[config.mk]
export PLATFORM = sky130hd
export DESIGN_NAME = activation_mem_ctrl
export DESIGN_NICKNAME = d
export VERILOG_FILES = /design/src/rtl/activation_mem_ctrl_pkg.sv /design/src/rtl/activation_mem_ctrl_comp_col_tracker.sv /design/src/rtl/activation_mem_ctrl.sv
export SDC_FILE = /design/constraint.sdc
export NUM_CORES = 1
export LEC_CHECK = 0
export CAP_MARGIN = 20
export CORE_MARGIN = 1
export CORE_UTILIZATION = 56
export CTS_BUF_LIST = sky130_fd_sc_hd__clkbuf_4
export DETAILED_ROUTE_END_ITERATION = 8
export HOLD_SLACK_MARGIN = 0.06
export PLACE_DENSITY = 0.82
export SLEW_MARGIN = 30
export SYNTH_ARGS = -nofsm -noshare
export SYNTH_HDL_FRONTEND = slang
export SYNTH_SLANG_ARGS = --single-unit
[constraint.sdc]
create_clock -name clk -period 2.85 [get_ports clk]
set_clock_uncertainty 0.2 [all_clocks]
set_input_delay 0.285 -clock clk [delete_from_list [all_inputs] [get_ports clk]]
set_output_delay 0.285 -clock clk [all_outputs]
set_load 0.005 [all_outputs]
[src/rtl/activation_mem_ctrl_pkg.sv]
// rtl/activation_mem_ctrl_pkg.sv - shared types and sizes for the activation memory controller
package activation_mem_ctrl_pkg;

    typedef enum logic [2:0] {
        ST_IDLE,
        ST_LOAD,
        ST_WAIT_ARR,
        ST_CAL,
        ST_DRAIN
    } state_e;

    localparam int ACT_DEPTH    = 64;
    localparam int ACT_W        = 7;
    localparam int COMP_PER_COL = 3;
    localparam int NUM_COLS     = 8;
    localparam int CAL_STEPS    = 9;

    localparam int ADDR_W = $clog2(ACT_DEPTH);
    localparam int CNT_W  = $clog2(ACT_DEPTH + 1);
    localparam int COL_W  = $clog2(NUM_COLS + 1);
    localparam int COMP_W = 3;

endpackage

[src/rtl/activation_mem_ctrl_comp_col_tracker.sv]
// rtl/activation_mem_ctrl_comp_col_tracker.sv - per-column compensation counting, change_col timing and error flag
module comp_col_tracker
    import activation_mem_ctrl_pkg::*;
(
    input  logic              clk,
    input  logic              rst,
    input  logic              clear,
    input  logic              enable,
    input  logic              comp_in_valid,
    input  logic [COMP_W-1:0] comp_row_in,
    input  logic              col_done,
    output logic              comp_out_valid,
    output logic [COMP_W-1:0] comp_row_out,
    output logic              change_col,
    output logic              err,
    output logic              all_cols_done,
    output logic              chg_pending
);

    logic [1:0]        cnt_q, cnt_d;
    logic [COL_W-1:0]  col_q, col_d;
    logic              pend_q, pend_d;
    logic              chg_q, chg_d;
    logic              cov_q, cov_d;
    logic [COMP_W-1:0] row_q, row_d;
    logic              err_q, err_d;
    logic              fwd, pulse, rel;
    logic [1:0]        n_eff;

    always_comb begin
        cnt_d  = cnt_q;
        col_d  = col_q;
        pend_d = pend_q;
        chg_d  = 1'b0;
        cov_d  = 1'b0;
        row_d  = row_q;
        err_d  = err_q;
        fwd    = 1'b0;
        pulse  = 1'b0;
        rel    = 1'b0;
        n_eff  = cnt_q;
        if (clear) begin
            cnt_d  = '0;
            col_d  = '0;
            pend_d = 1'b0;
            err_d  = 1'b0;
        end else if (enable) begin
            if (comp_in_valid) begin
                if (cnt_q == 2'(COMP_PER_COL)) begin
                    err_d = 1'b1;
                end else begin
                    fwd   = 1'b1;
                    cov_d = 1'b1;
                    row_d = comp_row_in;
                    cnt_d = cnt_q + 2'd1;
                end
            end
            // A same-cycle compensation counts toward this column before deciding on the pulse.
            n_eff = fwd ? cnt_q + 2'd1 : cnt_q;
            rel   = pend_q && !fwd;
            if (col_done) begin
                if (col_q == COL_W'(NUM_COLS)) begin
                    err_d = 1'b1;
                end else begin
                    cnt_d = '0;
                    col_d = col_q + 1'b1;
                    pulse = (n_eff == 2'd1) || (n_eff == 2'd2);
                end
            end
            // change_col is held back while a compensation is being forwarded so the two never overlap.
            chg_d  = rel || (pulse && !fwd);
            pend_d = (pend_q && !rel) || (pulse && fwd) || (rel && pulse && !fwd);
        end
    end

    always_ff @(posedge clk or posedge rst) begin
        if (rst) begin
            cnt_q  <= '0;
            col_q  <= '0;
            pend_q <= 1'b0;
            chg_q  <= 1'b0;
            cov_q  <= 1'b0;
            row_q  <= '0;
            err_q  <= 1'b0;
        end else begin
            cnt_q  <= cnt_d;
            col_q  <= col_d;
            pend_q <= pend_d;
            chg_q  <= chg_d;
            cov_q  <= cov_d;
            row_q  <= row_d;
            err_q  <= err_d;
        end
    end

    assign comp_out_valid = cov_q;
    assign comp_row_out   = row_q;
    assign change_col     = chg_q;
    assign err            = err_q;
    assign all_cols_done  = (col_q == COL_W'(NUM_COLS));
    assign chg_pending    = pend_q;

endmodule

[src/rtl/activation_mem_ctrl.sv]
// rtl/activation_mem_ctrl.sv - sequences activation load, compensation forwarding, array calculation and drain
module activation_mem_ctrl
    import activation_mem_ctrl_pkg::*;
#(
    parameter int DRAIN_CYCLES = 15
) (
    input  logic              clk,
    input  logic              rst,
    input  logic              start,
    input  logic              act_in_valid,
    input  logic [ACT_W-1:0]  act_in,
    output logic              act_in_ready,
    input  logic              comp_in_valid,
    input  logic [COMP_W-1:0] comp_row_in,
    input  logic              col_done,
    input  logic              array_ready,
    output logic [ACT_W-1:0]  act_out,
    output logic [ADDR_W-1:0] act_addr,
    output logic              comp_out_valid,
    output logic [COMP_W-1:0] comp_row_out,
    output logic              change_col,
    output logic              load_mem_done,
    output logic              cal,
    output logic              busy,
    output logic              done,
    output logic              err
);

    localparam int STEP_W = 16;

    state_e            state_q, state_d;
    logic [CNT_W-1:0]  act_cnt_q, act_cnt_d;
    logic [ACT_W-1:0]  act_out_q, act_out_d;
    logic [ADDR_W-1:0] act_addr_q, act_addr_d;
    logic [STEP_W-1:0] step_q, step_d;
    logic              act_in_ready_q, act_in_ready_d;
    logic              load_mem_done_q, load_mem_done_d;
    logic              cal_q, cal_d;
    logic              busy_q, busy_d;
    logic              done_q, done_d;
    logic              hs;
    logic              all_cols_done, chg_pending;

    comp_col_tracker u_tracker (
        .clk            (clk),
        .rst            (rst),
        .clear          ((state_q == ST_IDLE) && start),
        .enable         (state_q == ST_LOAD),
        .comp_in_valid  (comp_in_valid),
        .comp_row_in    (comp_row_in),
        .col_done       (col_done),
        .comp_out_valid (comp_out_valid),
        .comp_row_out   (comp_row_out),
        .change_col     (change_col),
        .err            (err),
        .all_cols_done  (all_cols_done),
        .chg_pending    (chg_pending)
    );

    always_comb begin
        state_d    = state_q;
        act_cnt_d  = act_cnt_q;
        act_out_d  = act_out_q;
        act_addr_d = act_addr_q;
        step_d     = step_q;
        done_d     = 1'b0;
        hs         = act_in_valid && act_in_ready_q;
        case (state_q)
            ST_IDLE: begin
                if (start) begin
                    state_d   = ST_LOAD;
                    act_cnt_d = '0;
                    step_d    = '0;
                end
            end
            ST_LOAD: begin
                // Outside a handshake the address/data pair is left untouched so repeated writes are harmless.
                if (hs) begin
                    act_out_d  = act_in;
                    act_addr_d = act_cnt_q[ADDR_W-1:0];
                    act_cnt_d  = act_cnt_q + 1'b1;
                end
                if (act_cnt_q == CNT_W'(ACT_DEPTH) && all_cols_done && !chg_pending) begin
                    state_d = ST_WAIT_ARR;
                end
            end
            ST_WAIT_ARR: begin
                if (array_ready) begin
                    state_d = ST_CAL;
                    step_d  = '0;
                end
            end
            ST_CAL: begin
                if (step_q == STEP_W'(CAL_STEPS - 1)) begin
                    state_d = ST_DRAIN;
                    step_d  = '0;
                end else begin
                    step_d = step_q + 1'b1;
                end
            end
            ST_DRAIN: begin
                if (step_q == STEP_W'(DRAIN_CYCLES - 1)) begin
                    state_d = ST_IDLE;
                    done_d  = 1'b1;
                    step_d  = '0;
                end else begin
                    step_d = step_q + 1'b1;
                end
            end
            default: state_d = ST_IDLE;
        endcase
        act_in_ready_d  = (state_d == ST_LOAD) && (act_cnt_d < CNT_W'(ACT_DEPTH));
        load_mem_done_d = (state_d != ST_LOAD);
        cal_d           = (state_d == ST_CAL);
        busy_d          = (state_d != ST_IDLE);
    end

    always_ff @(posedge clk or posedge rst) begin
        if (rst) begin
            state_q         <= ST_IDLE;
            act_cnt_q       <= '0;
            act_out_q       <= '0;
            act_addr_q      <= '0;
            step_q          <= '0;
            act_in_ready_q  <= 1'b0;
            load_mem_done_q <= 1'b1;
            cal_q           <= 1'b0;
            busy_q          <= 1'b0;
            done_q          <= 1'b0;
        end else begin
            state_q         <= state_d;
            act_cnt_q       <= act_cnt_d;
            act_out_q       <= act_out_d;
            act_addr_q      <= act_addr_d;
            step_q          <= step_d;
            act_in_ready_q  <= act_in_ready_d;
            load_mem_done_q <= load_mem_done_d;
            cal_q           <= cal_d;
            busy_q          <= busy_d;
            done_q          <= done_d;
        end
    end

    assign act_in_ready  = act_in_ready_q;
    assign act_out       = act_out_q;
    assign act_addr      = act_addr_q;
    assign load_mem_done = load_mem_done_q;
    assign cal           = cal_q;
    assign busy          = busy_q;
    assign done          = done_q;

endmodule

# == Word-level counts from Yosys, hierarchy flattened ==
# Index checks and enable logic that the tools add are counted.
# word_totals
ff_bits,57
# op_classes
addsub,4
magnitude_cmp,1
n_eq_ne,17
mux,47
bitwise,2
n_reduce_logical,27
# op_table
op,count
$mux W16,4
$pmux W16 S4,1
$eq A16 B4 Y1 const B,2
$mux W1,22
$add A16 B1 Y16 const B,1
$mux W4,4
$mux W3,5
$pmux W3 S5,1
$mux W2,7
$mux W7,2
$pmux W7 S2,1
$logic_and A1 B1 Y1,11
$eq A3 B2 Y1 const B,3
$add A7 B1 Y7 const B,1
$eq A7 B7 Y1 const B,1
$lt A7 B7 Y1 const B,1
$eq A3 B1 Y1 const B,2
$reduce_and A3 Y1,2
$add A4 B1 Y4 const B,1
$eq A2 B2 Y1 const B,2
$eq A4 B4 Y1 const B,1
$logic_or A1 B1 Y1,4
$ne A2 B2 Y1 const B,2
$reduce_and A4 Y1,1
12 further kinds,16

# == Logic depth before layout (Yosys ltp) ==
# Gate-level depths: netlist (run 1).
# depth
depth_word,17
mapped_depth,8
ltp_nobuf,7

# == Hierarchy ==
# Synthesis (run 1) repeated with hierarchy kept, for this count alone.
# hier_totals
hier_cells,307
hier_area_um2,2890.3
# modules_own_cells
mod,instances,cells_per_inst,area_each_um2,seq_area_each_um2
activation_mem_ctrl,1,238,2173.3,1102.3
comp_col_tracker,1,69,716.9,325.3

# == Worst setup path after synthesis (run 1) ==
# No wires, ideal clock.
# synth_path
path_type,reg-to-reg
from,register u_tracker.cnt_q[0]
to,"register u_tracker.pend_q, in the netlist u_tracker.chg_pending"
setup_time_ns,0.121
arrival_time_ns,1.797
t_required_ns,2.529
slack_ns,0.732
stages_incl_launch_ff,8
period_less_slack_ns,2.118
cell_sequence,dfrtp_1 > inv_1 > ha_1 > or3b_1 > o211ai_1 > a21oi_1 > maj3_1 > a22o_1
# synth_via
elab_chain_cells,17
word_cells_on_any_way,25
classes_between,1 x add/sub; 3 x eq/ne; 11 x mux; 10 x reduce/logical
# synth_rtl
item,line,text
start: declaration,activation_mem_ctrl_comp_col_tracker.sv:20,"logic [1:0] cnt_q, cnt_d;"
start signal: assignment,activation_mem_ctrl_comp_col_tracker.sv:86,cnt_q <= cnt_d;
$eq A2 B2 Y1,activation_mem_ctrl_comp_col_tracker.sv:49,if (cnt_q == 2'(COMP_PER_COL)) begin
$mux W1,activation_mem_ctrl_comp_col_tracker.sv:49,
$mux W1,activation_mem_ctrl_comp_col_tracker.sv:48,if (comp_in_valid) begin
$mux W1,activation_mem_ctrl_comp_col_tracker.sv:47,end else if (enable) begin
$mux W1,activation_mem_ctrl_comp_col_tracker.sv:42,if (clear) begin
$mux W2,activation_mem_ctrl_comp_col_tracker.sv:59,n_eff = fwd ? cnt_q + 2'd1 : cnt_q;
$eq A2 B1 Y1 / $eq A2 B2 Y1 (equally long branches),activation_mem_ctrl_comp_col_tracker.sv:67,pulse = (n_eff == 2'd1) || (n_eff == 2'd2);
$logic_or A1 B1 Y1,activation_mem_ctrl_comp_col_tracker.sv:67,
$mux W1,activation_mem_ctrl_comp_col_tracker.sv:62,if (col_q == COL_W'(NUM_COLS)) begin
$mux W1,activation_mem_ctrl_comp_col_tracker.sv:61,if (col_done) begin
$mux W1,activation_mem_ctrl_comp_col_tracker.sv:47,
$mux W1,activation_mem_ctrl_comp_col_tracker.sv:42,
$logic_and A1 B1 Y1,activation_mem_ctrl_comp_col_tracker.sv:72,pend_d = (pend_q && !rel) || (pulse && fwd) || (rel && pulse && !fwd);
$logic_or A1 B1 Y1 / $logic_and A1 B1 Y1 (equally long branches),activation_mem_ctrl_comp_col_tracker.sv:72,
$logic_or A1 B1 Y1 *,activation_mem_ctrl_comp_col_tracker.sv:72,
$mux W1 *,activation_mem_ctrl_comp_col_tracker.sv:47,
$mux W1 *,activation_mem_ctrl_comp_col_tracker.sv:42,
end signal: assignment,activation_mem_ctrl_comp_col_tracker.sv:88,pend_q <= pend_d;
end: declaration,activation_mem_ctrl_comp_col_tracker.sv:22,"logic pend_q, pend_d;"
# Mark *: on every way between the ends. The rest lies on a longest branch, timed or not. The select of a mux whose other input is x is not followed.
# A chain may end at the register's enable or synchronous reset.

# == Worst setup path after layout (run 1) ==
# Ends and elaborated chain as after synthesis.

==> flow_summary_export.csv, run 1 <==
group,metric,value,unit
status,outcome,"finished, final reports clean",
place,port_buffers,40,
clock_tree,clk_pin_slew,100,ps
worst_setup_path,path_buf_inv,1,
worst_setup_path,cp_cell_sequence,"inv_1, ha_1, or3b_1, o211ai_1, a21oi_1, maj3_1, a22o_1",
place,place_ws,558,ps
finish,area_delta_synth_final,22.5,%
sta,slew_headroom,0.619,
clock_tree,numCtsBuffers,9,
synth,netlist.top_cell.by_area,"dfrtp_1",
sta,min_period_over_period,0.785,
drt,dr.pass1.iters,4,
finish,ff_latch_area,1430,um2
die,rows,25,
place,place.gp.congestion,0.834,
sta,tightest_slew,571,ps
hold_path,hp-class,"input pin to async pin",
worst_setup_path,cp_slowest_stage_delay,430,ps
place,dp.cells,406,
clock_tree,post_cts_buffers,0,
finish,drive_gt1_frac,0.104,
clock_tree,cts_resized,0,
synth,yosysSeqAreaShare,0.495,
drt,maxUsedRoutingLayer,"met4",
drt,ant_nets,0,
die,die_area,5450,um2
worst_setup_path,cp.arrival,2340,ps
grt,grt_pass1_vias,2295,
drt,wl_met2,2810,um
power_and_ir_drop,p_leak,1.60,nW
power_and_ir_drop,ir_drop,0.571,mV
worst_setup_path,end_kind,"flop",
clock_tree,cts.sinks,57,
finish,diodes,0,
sta,min_period,2240,ps
drt,post_drt_wl_per_cell,14.2,um
synth,synth_edf_count,0,
worst_setup_path,cp.required,2950,ps
sta,setup_ws,612,ps
power_and_ir_drop,power.density,917,nW/um2
die,io_pins,41,
grt,track_usage,0.253,
drt,drt_iter0_drc,112,
finish,utilization,0.729,
drt,wl_met1,2750,um
sta,fmax,447,MHz
die,die_h,73.8,um
synth,async_reset_ff_frac,1.00,
drt,drc_errors,0,
synth,synth_cell_types,52,
worst_setup_path,criticalPathCategory,"flop to flop",
synth,synth_seq_cells,57,
synth,ys.flop_type,"dfrtp_1",
synth,yosysWarnings,0,
worst_setup_path,cp-start-kind,"flop",
grt,overflow,0,
worst_setup_path,crit_fanout,5,
clock_tree,cts_tree,"yes",
finish,nets,377,
grt,grt_start_max_net_pins,32,
finish,multiInputGateArea,1350,um2
synth,synth.area.top_cells,"dfrtp_1 (49%), nand2_1 (7.9%), ha_1 (4.3%)",
sta,setup_viol,0,
finish,num-fill-cells,362,
run,cap_violations,0,
sta,setup_tns,0,ps
grt,grt_pass1_wl,10200,um
clock_tree,clock_path_buffers,2,
worst_setup_path,r2r_slack,610,ps
drt,wl_met3,291,um
drt,via_count,2376,
synth,post-synth-top-area-fraction,0.485,
synth,netlist_area,2890,um2
sta,rsz0062_at_grt,"false",
drt,avgViaCountPerCell,5.63,
die,die_w,73.8,um
sta,final_max_slew_viol_count,0,
sta,hold_viol_final,0,
finish,fin_cells,422,
grt,antenna_found_initial,0,
die,core_area,4850,um2
clock_tree,h-tree-depth,3,
synth,syn_inst,303,
die,initial_core_util,0.595,
drt,routed_wl,5980,um
clock_tree,hold_buffers,0,
synth,synth.avg_cell_area,9.53,um2
clock_tree,root_buffer,"clkbuf_4",
worst_setup_path,cp_top_family,"adder cells",
clock_tree,clk_latency,400,ps
worst_setup_path,critPathSlowestCell,"dfrtp_1",
synth,synth_nets,330,
place,dpl.hpwl,4230,um
power_and_ir_drop,report.power.total,0.00324,W
==> per-layer routing <==
layer  vias up  track usage
li1       1163            -
met1      1138        0.313
met2        62        0.419
met3        13       0.0494
met4         0        0.132
met5         -            0
==> power breakdown <==
part	internal, W	total, W	switching (W)	leakage, nW
Clock	0.000381	0.000666	0.000285	0.0866
Sequential	0.00108	0.00135	0.000271	0.737
Combinational	0.000624	0.00123	0.000602	0.781
==> flip-flops by register name, summed over array words and instances (netlist names), 2 cells and up <==
name                    count
act_addr                    6
u_tracker.cnt_q             2
state_q                     3
u_tracker.col_q             4
act_cnt_q                   7
step_q                     16
u_tracker.comp_row_out      3
act_out                     7
==> area by class of cell <==
type,count,area share
clock buffers,12,0.0255
repair buffers,47,0.132
inverters,14,0.0149
well taps,67,0.0237
flip-flops and latches,57,0.404
multi-input cells,221,0.381
clock inverters,4,0.0191
==> synth_stat cells (all sizes together), types with 3 or more instances <==
library cell	instances
ha	10
o21ai	21
nor4	5
a21oi	11
buf	7
o211ai	3
nand3	8
dfrtp	56
clkbuf	4
inv	14
nand4	9
a31oi	6
mux2	4
a22o	5
xor2	5
a21o	3
nor3	8
nor2	22
and3	5
nand2	61
nor3b	4
==> cells by family after synthesis <==
family          share of synthesized area
xor+xnor                           0.0212
simple gates                        0.252
buf+inv                            0.0407
fa+ha+maj                          0.0468
flops                               0.495
compound gates                      0.122
mux                                0.0225
==> path summary, 6_finish.rpt <==
| path | from | to | cells past startpoint |
|---|---|---|---|
| max in group asynchronous | rst | load_mem_done | 3 |
| max reg2reg | u_tracker.cnt_q[0] | u_tracker.chg_pending | 7 |
| max | u_tracker.cnt_q[0] | u_tracker.chg_pending | 7 |
| min | rst | act_out[1] | 2 |
| min reg2reg | act_out[5] | act_out[5] | 2 |
| min in group clk | act_in[5] | act_out[5] | 3 |
==> per-stage QoR <==
step / hold slack, ps / instance area, um2
after CTS: 72.6 / 3530
after floorplan: 190 / 2890
after global routing: 107 / 3530
after global placement: 258 / 3380
final: 56.0 / 3530
after detailed placement: 263 / 3380
==> layout by cell type (no fill, tap or decap), types with 2 or more instances in the layout <==
cell type and n:
nor2_1 22, nand2_1 61, and3_1 5, a31oi_1 6, o211ai_1 3, inv_2 2
nor4_2 3, mux2_2 4, a22o_1 4, xor2_1 5, bufinv_16 2, clkdlybuf4s50_1 40
a21o_1 3, buf_4 6, o21ai_0 16, nor3b_1 3, ha_1 10, clkbuf_4 12
o21ai_1 5, and3b_1 2, xnor2_1 2, dfrtp_1 56, mux2i_1 2, or3b_1 2
and2_1 2, or3_1 2, a21oi_1 11, nor3_1 7, inv_1 12, nand3_1 8
a41oi_1 2, nand4_1 8, clkinv_1 2, nor2b_1 2, nand4b_1 2, o31ai_1 2
(Power assumes the default switching activity.)
==> run 2: changes to the inputs <==
==> constraint.sdc (replaced) <==
create_clock -name clk -period 2.29 [get_ports clk]
set_clock_uncertainty 0.2 [all_clocks]
set_input_delay 0.229 -clock clk [delete_from_list [all_inputs] [get_ports clk]]
set_output_delay 0.229 -clock clk [all_outputs]
set_load 0.005 [all_outputs]
==> flow_summary_export.csv, run 2 (synthesis gave the netlist of run 1 again) <==
group,metric,value,unit
worst_setup_path,cp.required,2380,ps
power_and_ir_drop,p_leak,1.61,nW
grt,grt_pass1_wl,9590,um
finish,regMostFlops,"step_q",
drt,avgViaCountPerCell,5.66,
sta,min_period_over_period,0.980,
die,rows,25,
hold_path,hp-class,"input pin to flop",
sta,setup_viol,0,
die,core_area,4850,um2
worst_setup_path,crit_fanout,5,
power_and_ir_drop,ir_drop,0.522,mV
place,dpl.hpwl,4010,um
drt,drt_iter0_drc,153,
finish,most-common-layout-cells,"nand2_1 (61), dfrtp_1 (56), clkdlybuf4s50_1 (40)",
clock_tree,numCtsBuffers,9,
power_and_ir_drop,p_seq_frac,0.417,
grt,overflow,0,
sta,slew_headroom,0.718,
die,die_area,5450,um2
grt,track_usage,0.238,
place,port_buffers,40,
grt,antenna_found_initial,0,
grt,grt_pass1_vias,2182,
finish,fin_cells,428,
drt,routed_wl,5840,um
clock_tree,clk_pin_slew,90,ps
clock_tree,cts_tree,"yes",
drt,via_count,2421,
run,cap_violations,0,
finish,num-fill-cells,368,
worst_setup_path,cp_slowest_stage_delay,440,ps
worst_setup_path,cp.arrival,2340,ps
die,initial_core_util,0.595,
place,place.gp.congestion,0.848,
finish,largest_reg_flops,16,
power_and_ir_drop,switchingPower,0.00144,W
worst_setup_path,critPathSlowestCell,"dfrtp_1",
worst_setup_path,end_kind,"flop",
finish,final_common_cell,"nand2_1",
die,io_pins,41,
sta,final_max_slew_viol_count,0,
power_and_ir_drop,clkPwrFrac,0.175,
worst_setup_path,cp-start-kind,"flop",
clock_tree,cts.sinks,57,
sta,fmax,446,MHz
sta,holdWs,166,ps
finish,drive_gt1_frac,0.111,
power_and_ir_drop,intPower,0.00248,W
finish,diodes,0,
die,die_w,73.8,um
finish,nets,383,
die,die_h,73.8,um
sta,tightest_slew,421,ps
clock_tree,clk_latency,400,ps
grt,grt_start_max_net_pins,58,
finish,area_delta_synth_final,22.9,%
clock_tree,clock_path_buffers,2,
drt,drc_errors,0,
worst_setup_path,cp_cell_sequence,"inv_2, ha_1, or3b_1, o211ai_1, a21oi_1, maj3_1, a22o_1",
power_and_ir_drop,switching_share,0.367,
worst_setup_path,cp_top_family,"adder cells",
worst_setup_path,criticalPathCategory,"flop to flop",
power_and_ir_drop,pwr-share-comb,0.408,
clock_tree,h-tree-depth,3,
drt,post_drt_wl_per_cell,13.6,um
drt,dr.pass1.iters,4,
status,outcome,"finished, final reports clean",
place,dp.cells,409,
drt,ant_nets,0,
sta,hold_viol_final,0,
sta,min_period,2240,ps
power_and_ir_drop,power.density,1110,nW/um2
worst_setup_path,path_buf_inv,1,
clock_tree,root_buffer,"clkbuf_4",
-- run 2: final cells by class --
type | instances | area (um2) | share of cell area
multi-input cells | 221 | 1350 | 0.380
inverters | 14 | 52.6 | 0.0148
clock buffers | 10 | 75.1 | 0.0212
well taps | 67 | 83.8 | 0.0236
clock inverters | 6 | 48.8 | 0.0138
repair buffers | 53 | 513 | 0.145
flip-flops and latches | 57 | 1430 | 0.402
-- run 2: worst register-to-register path, stage by stage (launching register included) --
cell and delay [ps]:
dfrtp_1 440, inv_2 60, ha_1 300, or3b_1 390, o211ai_1 100, a21oi_1 110
maj3_1 350, a22o_1 180
-- run 2: timing repair --
action	CTS	global route
setup buffers	0	2
resized for setup	0	1
setup endpoints to repair	0	1
hold buffers	1	0
endpoints found under the hold margin	56	0
-- run 2: metrics by stage --
stage / power, W / TNS, ps / utilization / area, um2 / setup slack, ps
floorplan: 0.00257 / 0 / - / 2890 / 172
global placement: 0.00317 / 0 / 0.701 / 3400 / 134
detailed placement: 0.00324 / 0 / 0.701 / 3400 / 32.1
CTS: 0.00393 / 0 / 0.729 / 3530 / 25.0
global route: 0.00422 / -5.04 / 0.732 / 3550 / -5.04
finish: 0.00392 / 0 / 0.732 / 3550 / 46.2
-- run 2: power groups by stage --
stage / registers, W / clock network, W / logic (W)
6_report: 0.00164 / 0.000687 / 0.00160
5_1_grt: 0.00168 / 0.000742 / 0.00180
4_1_cts: 0.00163 / 0.000700 / 0.00160
3_5_place_dp: 0.00165 / 0 / 0.00159
3_3_place_gp: 0.00163 / 0 / 0.00153
2_1_floorplan: 0.00163 / 0 / 0.000948
-- run 2: per-layer routing --
layer | part of all wire | GRT usage
met1 | 0.45 | 0.297
met2 | 0.47 | 0.383
met4 | 0.015 | 0.0962
met3 | 0.065 | 0.0741
met5 | 0 | 0
-- run 2: path summary, 6_finish.rpt --
kind | slack [ps] | depth (start not counted) | start | end
hold reg to reg | 280 | 2 | act_addr[2] | act_addr[2]
setup reg to reg | 50 | 7 | u_tracker.cnt_q[0] | u_tracker.chg_pending
hold / removal | 170 | 3 | act_in[3] | act_out[3]
max in group asynchronous | 1040 | 4 | rst | load_mem_done
min in group asynchronous | 560 | 4 | rst | u_tracker.comp_row_out[0]
setup / recovery | 50 | 7 | u_tracker.cnt_q[0] | u_tracker.chg_pending
